File: config.mk
export PLATFORM = sky130hd
export DESIGN_NAME = pong_game_ctrl_flat
export DESIGN_NICKNAME = d
export VERILOG_FILES = /design/src/rtl/pong_pkg.sv /design/src/rtl/pong_game_ctrl_if.sv /design/src/rtl/pong_game_ctrl_serve_timer.sv /design/src/rtl/pong_game_ctrl.sv /design/src/flat_wrapper.sv
export SDC_FILE = /design/constraint.sdc
export NUM_CORES = 1
export LEC_CHECK = 0
export ABC_AREA = 1
export ABC_CLOCK_PERIOD_IN_PS = 1500
export BUFFER_PORTS_ARGS = -buffer_cell sky130_fd_sc_hd__buf_2
export CAP_MARGIN = 20
export CORE_ASPECT_RATIO = 1.2
export CORE_UTILIZATION = 45
export CTS_BUF_LIST = sky130_fd_sc_hd__clkbuf_8
export DETAILED_ROUTE_END_ITERATION = 10
export PLACE_DENSITY = 0.75
export SLEW_MARGIN = 10
export SYNTH_ARGS = -nofsm -noshare
export SYNTH_HDL_FRONTEND = slang
export SYNTH_SLANG_ARGS = --single-unit
export TNS_END_PERCENT = 100
File: constraint.sdc
create_clock -name i_Clk -period 1.5 [get_ports i_Clk]
set_input_delay 0.3 -clock i_Clk [delete_from_list [all_inputs] [get_ports i_Clk]]
set_output_delay 0.3 -clock i_Clk [all_outputs]
set_load 0.1 [all_outputs]
File: src/rtl/pong_pkg.sv
// Shared types and constants for the Pong game-sequencing controller.
package pong_pkg;

    typedef enum logic [2:0] {
        ST_IDLE      = 3'd0,
        ST_SERVE     = 3'd1,
        ST_PLAY      = 3'd2,
        ST_PAUSE     = 3'd3,
        ST_POINT     = 3'd4,
        ST_GAME_OVER = 3'd5
    } state_t;

    typedef enum logic [1:0] {
        WIN_NONE = 2'b00,
        WIN_P1   = 2'b01,
        WIN_P2   = 2'b10
    } winner_t;

    localparam logic [7:0] CMD_START = 8'h53;
    localparam logic [7:0] CMD_PAUSE = 8'h50;
    localparam logic [7:0] CMD_ABORT = 8'h52;

    typedef struct packed {
        logic start;
        logic pause;
        logic abort;
    } cmd_t;

    function automatic cmd_t decode_cmd(input logic dv, input logic [7:0] rx_byte);
        cmd_t c;
        c.start = dv && (rx_byte == CMD_START);
        c.pause = dv && (rx_byte == CMD_PAUSE);
        c.abort = dv && (rx_byte == CMD_ABORT);
        return c;
    endfunction

endpackage

File: src/rtl/pong_game_ctrl_if.sv
// Command/event inputs and game-status outputs of the Pong sequencing controller.
interface pong_game_ctrl_if;
    logic       i_RX_DV;
    logic [7:0] i_RX_Byte;
    logic       i_Frame_Tick;
    logic       i_Miss_P1;
    logic       i_Miss_P2;
    logic       o_Game_Active;
    logic       o_Ball_Reset;
    logic [3:0] o_Score_P1;
    logic [3:0] o_Score_P2;
    logic [1:0] o_Winner;
    logic [2:0] o_State;

    modport slave (
        input  i_RX_DV, i_RX_Byte, i_Frame_Tick, i_Miss_P1, i_Miss_P2,
        output o_Game_Active, o_Ball_Reset, o_Score_P1, o_Score_P2, o_Winner, o_State
    );

    modport master (
        output i_RX_DV, i_RX_Byte, i_Frame_Tick, i_Miss_P1, i_Miss_P2,
        input  o_Game_Active, o_Ball_Reset, o_Score_P1, o_Score_P2, o_Winner, o_State
    );
endinterface

File: src/rtl/pong_game_ctrl_serve_timer.sv
// Frame-tick counter for the serve delay; done_o flags the tick that reaches terminal count.
module serve_timer #(
    parameter int unsigned c_SERVE_FRAMES = 60
) (
    input  logic clk_i,
    input  logic rst_i,
    input  logic clear_i,
    input  logic tick_i,
    output logic done_o
);
    localparam int unsigned W = $clog2(c_SERVE_FRAMES + 1);
    localparam logic [W-1:0] TERM = W'(c_SERVE_FRAMES);
    localparam logic [W-1:0] LAST = W'(c_SERVE_FRAMES - 1);

    logic [W-1:0] cnt_q, cnt_d;

    always_comb begin
        cnt_d = cnt_q;
        if (clear_i) begin
            cnt_d = '0;
        end else if (tick_i && (cnt_q != TERM)) begin
            cnt_d = cnt_q + 1'b1;
        end
    end

    always_ff @(posedge clk_i) begin
        if (rst_i) begin
            cnt_q <= '0;
        end else begin
            cnt_q <= cnt_d;
        end
    end

    // Done is combinational so the FSM can leave SERVE on the same edge the count lands.
    assign done_o = tick_i && !clear_i && (cnt_q == LAST);

endmodule

File: src/rtl/pong_game_ctrl.sv
// Pong game sequencer: command decode, serve/play/pause/game-over FSM and score keeping.
module pong_game_ctrl
    import pong_pkg::*;
#(
    parameter int unsigned c_SCORE_LIMIT  = 9,
    parameter int unsigned c_SERVE_FRAMES = 60
) (
    input  logic             i_Clk,
    input  logic             i_Rst,
    pong_game_ctrl_if.slave  bus
);
    localparam logic [3:0] LIMIT = 4'(c_SCORE_LIMIT);

    state_t     state_q, state_d;
    logic       active_q, active_d;
    logic       ball_rst_q, ball_rst_d;
    logic [3:0] p1_q, p1_d;
    logic [3:0] p2_q, p2_d;
    winner_t    win_q, win_d;

    cmd_t cmd;
    logic serve_clear;
    logic serve_tick;
    logic serve_done;

    assign cmd        = decode_cmd(bus.i_RX_DV, bus.i_RX_Byte);
    assign serve_tick = bus.i_Frame_Tick && (state_q == ST_SERVE) && !cmd.abort;

    serve_timer #(
        .c_SERVE_FRAMES(c_SERVE_FRAMES)
    ) u_serve_timer (
        .clk_i   (i_Clk),
        .rst_i   (i_Rst),
        .clear_i (serve_clear),
        .tick_i  (serve_tick),
        .done_o  (serve_done)
    );

    always_comb begin
        state_d     = state_q;
        p1_d        = p1_q;
        p2_d        = p2_q;
        win_d       = win_q;
        ball_rst_d  = 1'b0;
        serve_clear = 1'b0;

        if (cmd.abort) begin
            state_d = ST_IDLE;
            p1_d    = '0;
            p2_d    = '0;
            win_d   = WIN_NONE;
        end else begin
            unique case (state_q)
                ST_IDLE, ST_GAME_OVER: begin
                    if (cmd.start) begin
                        state_d     = ST_SERVE;
                        p1_d        = '0;
                        p2_d        = '0;
                        win_d       = WIN_NONE;
                        ball_rst_d  = 1'b1;
                        serve_clear = 1'b1;
                    end
                end
                ST_SERVE: begin
                    if (serve_done) state_d = ST_PLAY;
                end
                ST_PLAY: begin
                    if (bus.i_Miss_P1 && bus.i_Miss_P2) begin
                        state_d    = ST_POINT;
                        ball_rst_d = 1'b1;
                    end else if (bus.i_Miss_P1) begin
                        if (p2_q != LIMIT) p2_d = p2_q + 4'd1;
                        if (p2_d == LIMIT) begin
                            state_d = ST_GAME_OVER;
                            win_d   = WIN_P2;
                        end else begin
                            state_d    = ST_POINT;
                            ball_rst_d = 1'b1;
                        end
                    end else if (bus.i_Miss_P2) begin
                        if (p1_q != LIMIT) p1_d = p1_q + 4'd1;
                        if (p1_d == LIMIT) begin
                            state_d = ST_GAME_OVER;
                            win_d   = WIN_P1;
                        end else begin
                            state_d    = ST_POINT;
                            ball_rst_d = 1'b1;
                        end
                    end else if (cmd.pause) begin
                        state_d = ST_PAUSE;
                    end
                end
                ST_PAUSE: begin
                    if (cmd.pause) state_d = ST_PLAY;
                end
                ST_POINT: begin
                    state_d     = ST_SERVE;
                    serve_clear = 1'b1;
                end
                default: state_d = ST_IDLE;
            endcase
        end

        active_d = (state_d == ST_PLAY);
    end

    always_ff @(posedge i_Clk) begin
        if (i_Rst) begin
            state_q    <= ST_IDLE;
            active_q   <= 1'b0;
            ball_rst_q <= 1'b0;
            p1_q       <= '0;
            p2_q       <= '0;
            win_q      <= WIN_NONE;
        end else begin
            state_q    <= state_d;
            active_q   <= active_d;
            ball_rst_q <= ball_rst_d;
            p1_q       <= p1_d;
            p2_q       <= p2_d;
            win_q      <= win_d;
        end
    end

    assign bus.o_Game_Active = active_q;
    assign bus.o_Ball_Reset  = ball_rst_q;
    assign bus.o_Score_P1    = p1_q;
    assign bus.o_Score_P2    = p2_q;
    assign bus.o_Winner      = win_q;
    assign bus.o_State       = state_q;

endmodule
File: src/flat_wrapper.sv
// flat-port wrapper written by rule: the top's interface ports become plain ports
module pong_game_ctrl_flat import pong_pkg::*;
#(
    parameter int unsigned c_SCORE_LIMIT  = 9,
    parameter int unsigned c_SERVE_FRAMES = 60
)
  (i_Clk, i_Rst, bus_i_RX_DV, bus_i_RX_Byte, bus_i_Frame_Tick, bus_i_Miss_P1, bus_i_Miss_P2, bus_o_Game_Active, bus_o_Ball_Reset, bus_o_Score_P1, bus_o_Score_P2, bus_o_Winner, bus_o_State);
  pong_game_ctrl_if bus_i ();
  input  logic i_Clk;
  input  logic i_Rst;
  input wire logic [$bits(bus_i.i_RX_DV)-1:0] bus_i_RX_DV;
  input wire logic [$bits(bus_i.i_RX_Byte)-1:0] bus_i_RX_Byte;
  input wire logic [$bits(bus_i.i_Frame_Tick)-1:0] bus_i_Frame_Tick;
  input wire logic [$bits(bus_i.i_Miss_P1)-1:0] bus_i_Miss_P1;
  input wire logic [$bits(bus_i.i_Miss_P2)-1:0] bus_i_Miss_P2;
  output wire logic [$bits(bus_i.o_Game_Active)-1:0] bus_o_Game_Active;
  output wire logic [$bits(bus_i.o_Ball_Reset)-1:0] bus_o_Ball_Reset;
  output wire logic [$bits(bus_i.o_Score_P1)-1:0] bus_o_Score_P1;
  output wire logic [$bits(bus_i.o_Score_P2)-1:0] bus_o_Score_P2;
  output wire logic [$bits(bus_i.o_Winner)-1:0] bus_o_Winner;
  output wire logic [$bits(bus_i.o_State)-1:0] bus_o_State;
  assign bus_i.i_RX_DV = bus_i_RX_DV;
  assign bus_i.i_RX_Byte = bus_i_RX_Byte;
  assign bus_i.i_Frame_Tick = bus_i_Frame_Tick;
  assign bus_i.i_Miss_P1 = bus_i_Miss_P1;
  assign bus_i.i_Miss_P2 = bus_i_Miss_P2;
  assign bus_o_Game_Active = bus_i.o_Game_Active;
  assign bus_o_Ball_Reset = bus_i.o_Ball_Reset;
  assign bus_o_Score_P1 = bus_i.o_Score_P1;
  assign bus_o_Score_P2 = bus_i.o_Score_P2;
  assign bus_o_Winner = bus_i.o_Winner;
  assign bus_o_State = bus_i.o_State;
  pong_game_ctrl #(.c_SCORE_LIMIT(c_SCORE_LIMIT), .c_SERVE_FRAMES(c_SERVE_FRAMES)) u_core (.i_Clk(i_Clk), .i_Rst(i_Rst), .bus(bus_i));
endmodule
## After elaboration in Yosys (flattened, before gate mapping)

Index checks and enable logic that the tools add are counted.

- Bits in latches: 0
- Register bits: 21
- Output and inout bits: 15
- Memories kept: 0
- Memory bits (writable): 0
- Bits in read-only memories: 0

- $lt $le $gt $ge: 0
- Shift operators: 0
- Eq/ne operators: 23
- $add $sub $neg: 3
- Multipliers: 0
- Div/mod/pow operators: 0
- Reductions and logical operators: 19
- Bitwise gates (word level): 0
- Muxes and demuxes: 46

Operators by type and width:

| cell | count |
|---|---|
| $mux W4 | 17 |
| $eq A8 B7 Y1 const B | 3 |
| $mux W3 | 8 |
| $pmux W4 S2 | 2 |
| $pmux W3 S5 | 1 |
| $mux W2 | 6 |
| $eq A3 B2 Y1 const B | 3 |
| $logic_and A1 B1 Y1 | 9 |
| $mux W1 | 9 |
| $add A4 B1 Y4 const B | 2 |
| $eq A4 B4 Y1 const B | 2 |
| $ne A2 B2 Y1 const B | 4 |
| $ne A4 B4 Y1 const B | 2 |
| $add A6 B1 Y6 const B | 1 |
| $eq A3 B3 Y1 const B | 2 |
| $eq A6 B6 Y1 const B | 1 |
| $ne A3 B2 Y1 const B | 2 |
| $ne A6 B6 Y1 const B | 1 |
| $reduce_and A6 Y1 | 1 |
| $reduce_or A2 Y1 | 3 |
| $reduce_and A5 Y1 | 1 |
| $pmux W1 S2 | 2 |
| $pmux W2 S2 | 1 |
| $reduce_and A4 Y1 | 1 |
| 6 further kinds | 7 |

## Logic depth before layout (Yosys ltp)

- Depth in word-level cells: 15
- Gate-level depth with buffers: 12
- Mapped depth without buffers: 12

## Modules after synthesis

Synthesis repeated with hierarchy kept, for this count alone.

- Cells, all modules: 247
- Area total of the unflattened synthesis: 1,525.2 um^2

Modules (own cells, without submodules):

| module | times used | area each (um^2) | cells each | sequential area each (um^2) |
|---|---|---|---|---|
| pong_game_ctrl | 1 | 1,153.6 | 189 | 300.3 |
| serve_timer | 1 | 371.6 | 58 | 120.1 |

## Least setup slack after synthesis

OpenSTA, ideal clock, no wires.

- Path type: register to register
- Start point: reg u_core.p1_q[1], in the netlist u_core.bus.o_Score_P1[1]
- End point: reg u_core.win_q[0], in the netlist u_core.bus.o_Winner[0]
- Period minus slack after synthesis: 2,352 ps
- Required time: 1,387 ps
- Setup time: 113 ps
- Slack: -852 ps
- Data arrival time: 2,238 ps
- Stages on the path, launching flop included: 12
- Cells stage by stage: dfxtp_1 inv_1 ha_1 nand2_1 nor2_2 o21ai_0 nor2_1 nand3_1 nand3_1 and2_4 nor2_2 nor2_2

- Longest elaborated chain between the ends: 10
- Elaborated cells on any way between the ends: 11
- Classes of those cells: 1 x add/sub; 3 x eq/ne; 6 x mux; 1 x reduce/logical

RTL lines:

| item | RTL line | RTL |
|---|---|---|
| start: declaration | pong_game_ctrl.sv:17 | `logic [3:0] p1_q, p1_d;` |
| start signal: assignment | pong_game_ctrl.sv:119 | `p1_q <= p1_d;` |
| $add A4 B1 Y4 / $ne A4 B4 Y1 (equally long branches) | pong_game_ctrl.sv:81 | `if (p1_q != LIMIT) p1_d = p1_q + 4'd1;` |
| $mux W4 (*) | pong_game_ctrl.sv:81 |  |
| $mux W4 (*) | pong_game_ctrl.sv:80 | `end else if (bus.i_Miss_P2) begin` |
| $mux W4 (*) | pong_game_ctrl.sv:71 | `end else if (bus.i_Miss_P1) begin` |
| $mux W4 (*) | pong_game_ctrl.sv:68 | `if (bus.i_Miss_P1 && bus.i_Miss_P2) begin` |
| $mux W4 (*) | pong_game_ctrl.sv:53 | `unique case (state_q)` |
| $mux W4 (*) | pong_game_ctrl.sv:47 | `if (cmd.abort) begin` |
| $eq A4 B4 Y1 (*) | pong_game_ctrl.sv:82 | `if (p1_d == LIMIT) begin` |
| $ne A3 B2 Y1 (no source line) (*) | n/a |  |
| $reduce_and A6 Y1 (no source line) (*) | n/a |  |
| end signal: assignment | pong_game_ctrl.sv:121 | `win_q <= win_d;` |
| end: declaration | pong_game_ctrl.sv:19 | `winner_t win_q, win_d;` |

Every way passes the cells marked *; elsewhere a longest branch is shown, timed or not. The select of a mux whose other input is x is not followed.
A chain may end at the register's enable or synchronous reset.

## Final worst setup path

- Start point: reg u_core.p2_q[0], in the netlist u_core.bus.o_Score_P2[0]
- End point: reg u_core.win_q[0], in the netlist u_core.bus.o_Winner[0]

- Longest elaborated chain between the ends: 9
- Elaborated cells on any way between the ends: 10
- Classes of those cells: 1 x add/sub; 3 x eq/ne; 5 x mux; 1 x reduce/logical

RTL lines:

| item | RTL line | RTL |
|---|---|---|
| start: declaration | pong_game_ctrl.sv:18 | `logic [3:0] p2_q, p2_d;` |
| start signal: assignment | pong_game_ctrl.sv:120 | `p2_q <= p2_d;` |
| $add A4 B1 Y4 / $ne A4 B4 Y1 (equally long branches) | pong_game_ctrl.sv:72 | `if (p2_q != LIMIT) p2_d = p2_q + 4'd1;` |
| $mux W4 (*) | pong_game_ctrl.sv:72 |  |
| $mux W4 (*) | pong_game_ctrl.sv:71 |  |
| $mux W4 (*) | pong_game_ctrl.sv:68 |  |
| $mux W4 (*) | pong_game_ctrl.sv:53 |  |
| $mux W4 (*) | pong_game_ctrl.sv:47 |  |
| $eq A4 B4 Y1 (*) | pong_game_ctrl.sv:73 | `if (p2_d == LIMIT) begin` |
| $ne A3 B2 Y1 (no source line) (*) | n/a |  |
| $reduce_and A6 Y1 (no source line) (*) | n/a |  |

Marked as above.

==> results_dict.tcl <==
set metrics [dict create \
    critical_path_class "reg2reg" \
    violations "setup timing" \
    root_buffer "clkbuf_8" \
    ff2ff_setup_slack_ps -50 \
    ys_seq_elements 21 \
    clock_latency_ps 260 \
    min_period_ps 1550 \
    routed_wl_um 3540 \
    slew_viol_final 0 \
    die_w_um 53.9 \
    dieHeight_um 64.3 \
    tightest_slew_ps 486 \
    dp_hpwl_um 2570 \
    cp_num_buf_inv 0 \
    diodes 0 \
    viasPerCell 5.24 \
    min_to "u_core.u_serve_timer.cnt_q[2]$_SDFFE_PP0P_" \
    track_usage_pct 21.9 \
    clk_pin_slew_ps 80 \
    synth_cells 216 \
    hold_start "i_Rst" \
    internal_power_w 0.000755 \
    grt_max_degree 12 \
    clockPowerShare_pct 37.5 \
    final.setup_skew_ps 2.67 \
    fin_ws_ps -47.6 \
    die_area_mm2 0.00346 \
    rr_endpoint "u_core.bus.o_Winner[0]$_SDFFE_PP0P_" \
    grt-ovfl-total 0 \
    rows 22 \
    portBuffers 28 \
    synth_nets 236 \
    r2r_cells 9 \
    grt_pass1_vias 1422 \
    switching_power_w 0.000241 \
    reg2reg_from "u_core.bus.o_Score_P2[0]$_SDFFE_PP0P_" \
    outcome "finished, violations left" \
    vias 1562 \
    drc 0 \
    h-tree-depth 1 \
    fmax_mhz 646 \
    antenna_left 0 \
    cp-start-kind "flip-flop" \
    timing.final.crit_share_pct 103 \
    cp_top_family "simple AND/OR/NAND/NOR gates" \
    synth-seq-area-share_pct 28.9 \
    p_leak_nw 0.954 \
    p_seq_share_pct 54.6 \
    power.density_mw_per_mm2 499 \
    cp.arrival_ps 1720 \
    cts_buffers 3 \
    synthMuxAreaShare_pct 0 \
    drt_first_iter_violations 56 \
    ctsLongestPathBuffers 2 \
    synth.distinct_cells 29 \
    hp-class "in2reg" \
    synthSimpleGateAreaFrac_pct 41.4 \
    wire_per_inst_um 11.9 \
    drv_cap 0 \
    synth-xor-area-share_pct 0 \
    power_frac_comb_pct 7.9 \
    area_growth_pct 37.3 \
    dr.pass1.iters 4 \
    layout.nets 283 \
    cts.sinks 21 \
    critPathSlowestCell "dfxtp_4" \
    ir_drop_uv 627 \
    fillers 276 \
    slowest_delay_ps 360 \
    worstHoldPathCells 4 \
    coreArea_mm2 0.00306 \
    slew-limit-headroom_pct 67.8 \
    drive_gt1_share_pct 46.2 \
    final_core_util_pct 65.3 \
    initial_core_util_pct 47.6 \
    switching_share_pct 24.2 \
    globalplace.congestion 0.801 \
    hold_viol_final 0 \
    tritoncts "built" \
    grt_first_pass_wirelength_um 5750 \
    synthArstFlopShare_pct 0 \
    ys_warn_count 0 \
    crit_path_max_fanout 3 \
    setup_viol 2 \
    antenna_found_initial 0 \
    synth_compound_area_share_pct 15.5 \
    synthAdderAreaFrac_pct 5.16 \
    crit_path_end_kind "flip-flop" \
    path_cells "ha_1, or2_0, nand2_2, nor2_4, nand3_2, nand3_2, and2_4, nor2_4, nor2_2" \
    io_pins 29 \
    cp.required_ps 1670 \
    synth_ff_type "dfxtp_1" \
    syn_avg_cell_area_um2 6.73 \
    synth_top_family_by_area "simple AND/OR/NAND/NOR gates" \
    synth_area_mm2 0.00145 \
    fin_setup_tns_ps -91.1 \
    synth-edff-count 0 \
    grt_setup_unrepaired "yes" \
]
[cells by family (layout without fill, tap and decap cells)]
| logic type | count (synthesis) | in the layout |
|---|---|---|
| compound gates | 41 | 41 |
| fa+ha+maj | 6 | 6 |
| buf+inv | 35 | 81 |
| flops | 21 | 21 |
| simple gates | 113 | 113 |
[metrics by stage]
stage / hold slack, ps / area [um2] / setup WS (ps) / power [W] / cells
after floorplan: 459 / 1550 / -180 / 0.000597 / 216
after global placement: 453 / 1790 / -40.3 / 0.000629 / 288
after detailed placement: 458 / 1790 / -55.8 / 0.000630 / 288
after CTS: 349 / 1920 / -41.3 / 0.000998 / 297
after global routing: 359 / 2000 / -138 / 0.00103 / 298
final: 352 / 2000 / -47.6 / 0.000996 / 298
[cells in the final DEF, fill, tap and decap left out, types with 5 or more instances in the layout]
cell,n
nor2_1,16
nand3_1,13
a21oi_1,16
buf_2,27
nand2_1,28
nand3_2,7
nand4_1,6
nand2_2,13
dfxtp_1,10
inv_2,9
dfxtp_4,8
nor2_2,8
nor2_4,8
buf_4,15
o21ai_1,9
nand2_4,5
inv_1,25
[cell usage after synthesis, types with 3 or more instances]
master | instances | share of area [%]
inv_1 | 26 | 6.7
nand2_2 | 3 | 1.3
nand2_1 | 40 | 10
o21ai_0 | 4 | 1.4
a21oi_1 | 20 | 6.9
ha_1 | 6 | 5.2
nor2_2 | 10 | 4.3
inv_2 | 9 | 2.3
o21ai_1 | 10 | 3.4
nor2_1 | 20 | 5.2
nand4_1 | 6 | 2.6
nand2_4 | 3 | 2.3
dfxtp_1 | 21 | 29
nand3_1 | 19 | 6.5
[registers in the layout, indices dropped and copies added, names as in the netlist]
signal and cells:
u_core.u_serve_timer.cnt_q 6, u_core.bus.o_Score_P1 4, u_core.bus.o_Score_P2 4, u_core.bus.o_State 3
u_core.bus.o_Winner 2, u_core.bus.o_Ball_Reset 1, u_core.bus.o_Game_Active 1
[cell type report]
cell class / count / area [um2] / area share, %
flip-flops and latches: 21 / 454 / 22.8
clock buffers: 3 / 41.3 / 2.07
inverters: 35 / 136 / 6.83
multi-input cells: 160 / 1070 / 53.5
repair buffers: 42 / 248 / 12.4
clock inverters: 1 / 3.75 / 0.188
well taps: 36 / 45.0 / 2.26
[worst max path at each step]
| stage | startpoint | end | cells past startpoint |
|---|---|---|---|
| after floorplan | u_core.bus.o_Score_P1[0]$_SDFFE_PP0P_ | u_core.bus.o_Winner[0]$_SDFFE_PP0P_ | 11 |
| after global placement | u_core.bus.o_Score_P1[1]$_SDFFE_PP0P_ | u_core.bus.o_Winner[1]$_SDFFE_PP0P_ | 12 |
| after global routing | u_core.bus.o_Score_P1[1]$_SDFFE_PP0P_ | u_core.bus.o_Winner[0]$_SDFFE_PP0P_ | 12 |
| final | u_core.bus.o_Score_P2[0]$_SDFFE_PP0P_ | u_core.bus.o_Winner[0]$_SDFFE_PP0P_ | 9 |
| after detailed placement | u_core.bus.o_Score_P2[0]$_SDFFE_PP0P_ | u_core.bus.o_Winner[1]$_SDFFE_PP0P_ | 9 |
| after CTS | u_core.bus.o_Score_P1[1]$_SDFFE_PP0P_ | u_core.bus.o_Winner[1]$_SDFFE_PP0P_ | 12 |
[worst reg2reg max path: stages (launching register included)]
cell     delay, ps
dfxtp_4        360
ha_1           200
or2_0          230
nand2_2        110
nor2_4          50
nand3_2         90
nand3_2        110
and2_4         180
nor2_4          80
nor2_2          30
[per-layer routing]
| metal | share of wire (%) | routed length [um] | up-vias | global-route usage, % |
|---|---|---|---|---|
| li1 | - | - | 799 | - |
| met1 | 44 | 1560 | 726 | 26.0 |
| met2 | 52 | 1830 | 35 | 39.0 |
| met3 | 3.5 | 123 | 2 | 3.57 |
| met4 | 0.71 | 25 | 0 | 5.26 |
| met5 | 0 | 0 | - | 0 |
[power by group through the flow]
stage | Sequential, W | Combinational (W) | Clock, W
after global routing | 0.000544 | 0.0000856 | 0.000396
final | 0.000544 | 0.0000784 | 0.000374
after floorplan | 0.000560 | 0.0000372 | 0
after detailed placement | 0.000557 | 0.0000734 | 0
after global placement | 0.000557 | 0.0000725 | 0
after CTS | 0.000544 | 0.0000754 | 0.000379
[repair_timing]
item	4_1_cts	5_1_grt
pin swaps	12	12
endpoints found under the setup margin	5	13
setup buffers	5	1
hold buffers	0	0
resized for setup	13	18
Note: power is estimated with default switching activity, not from simulation.
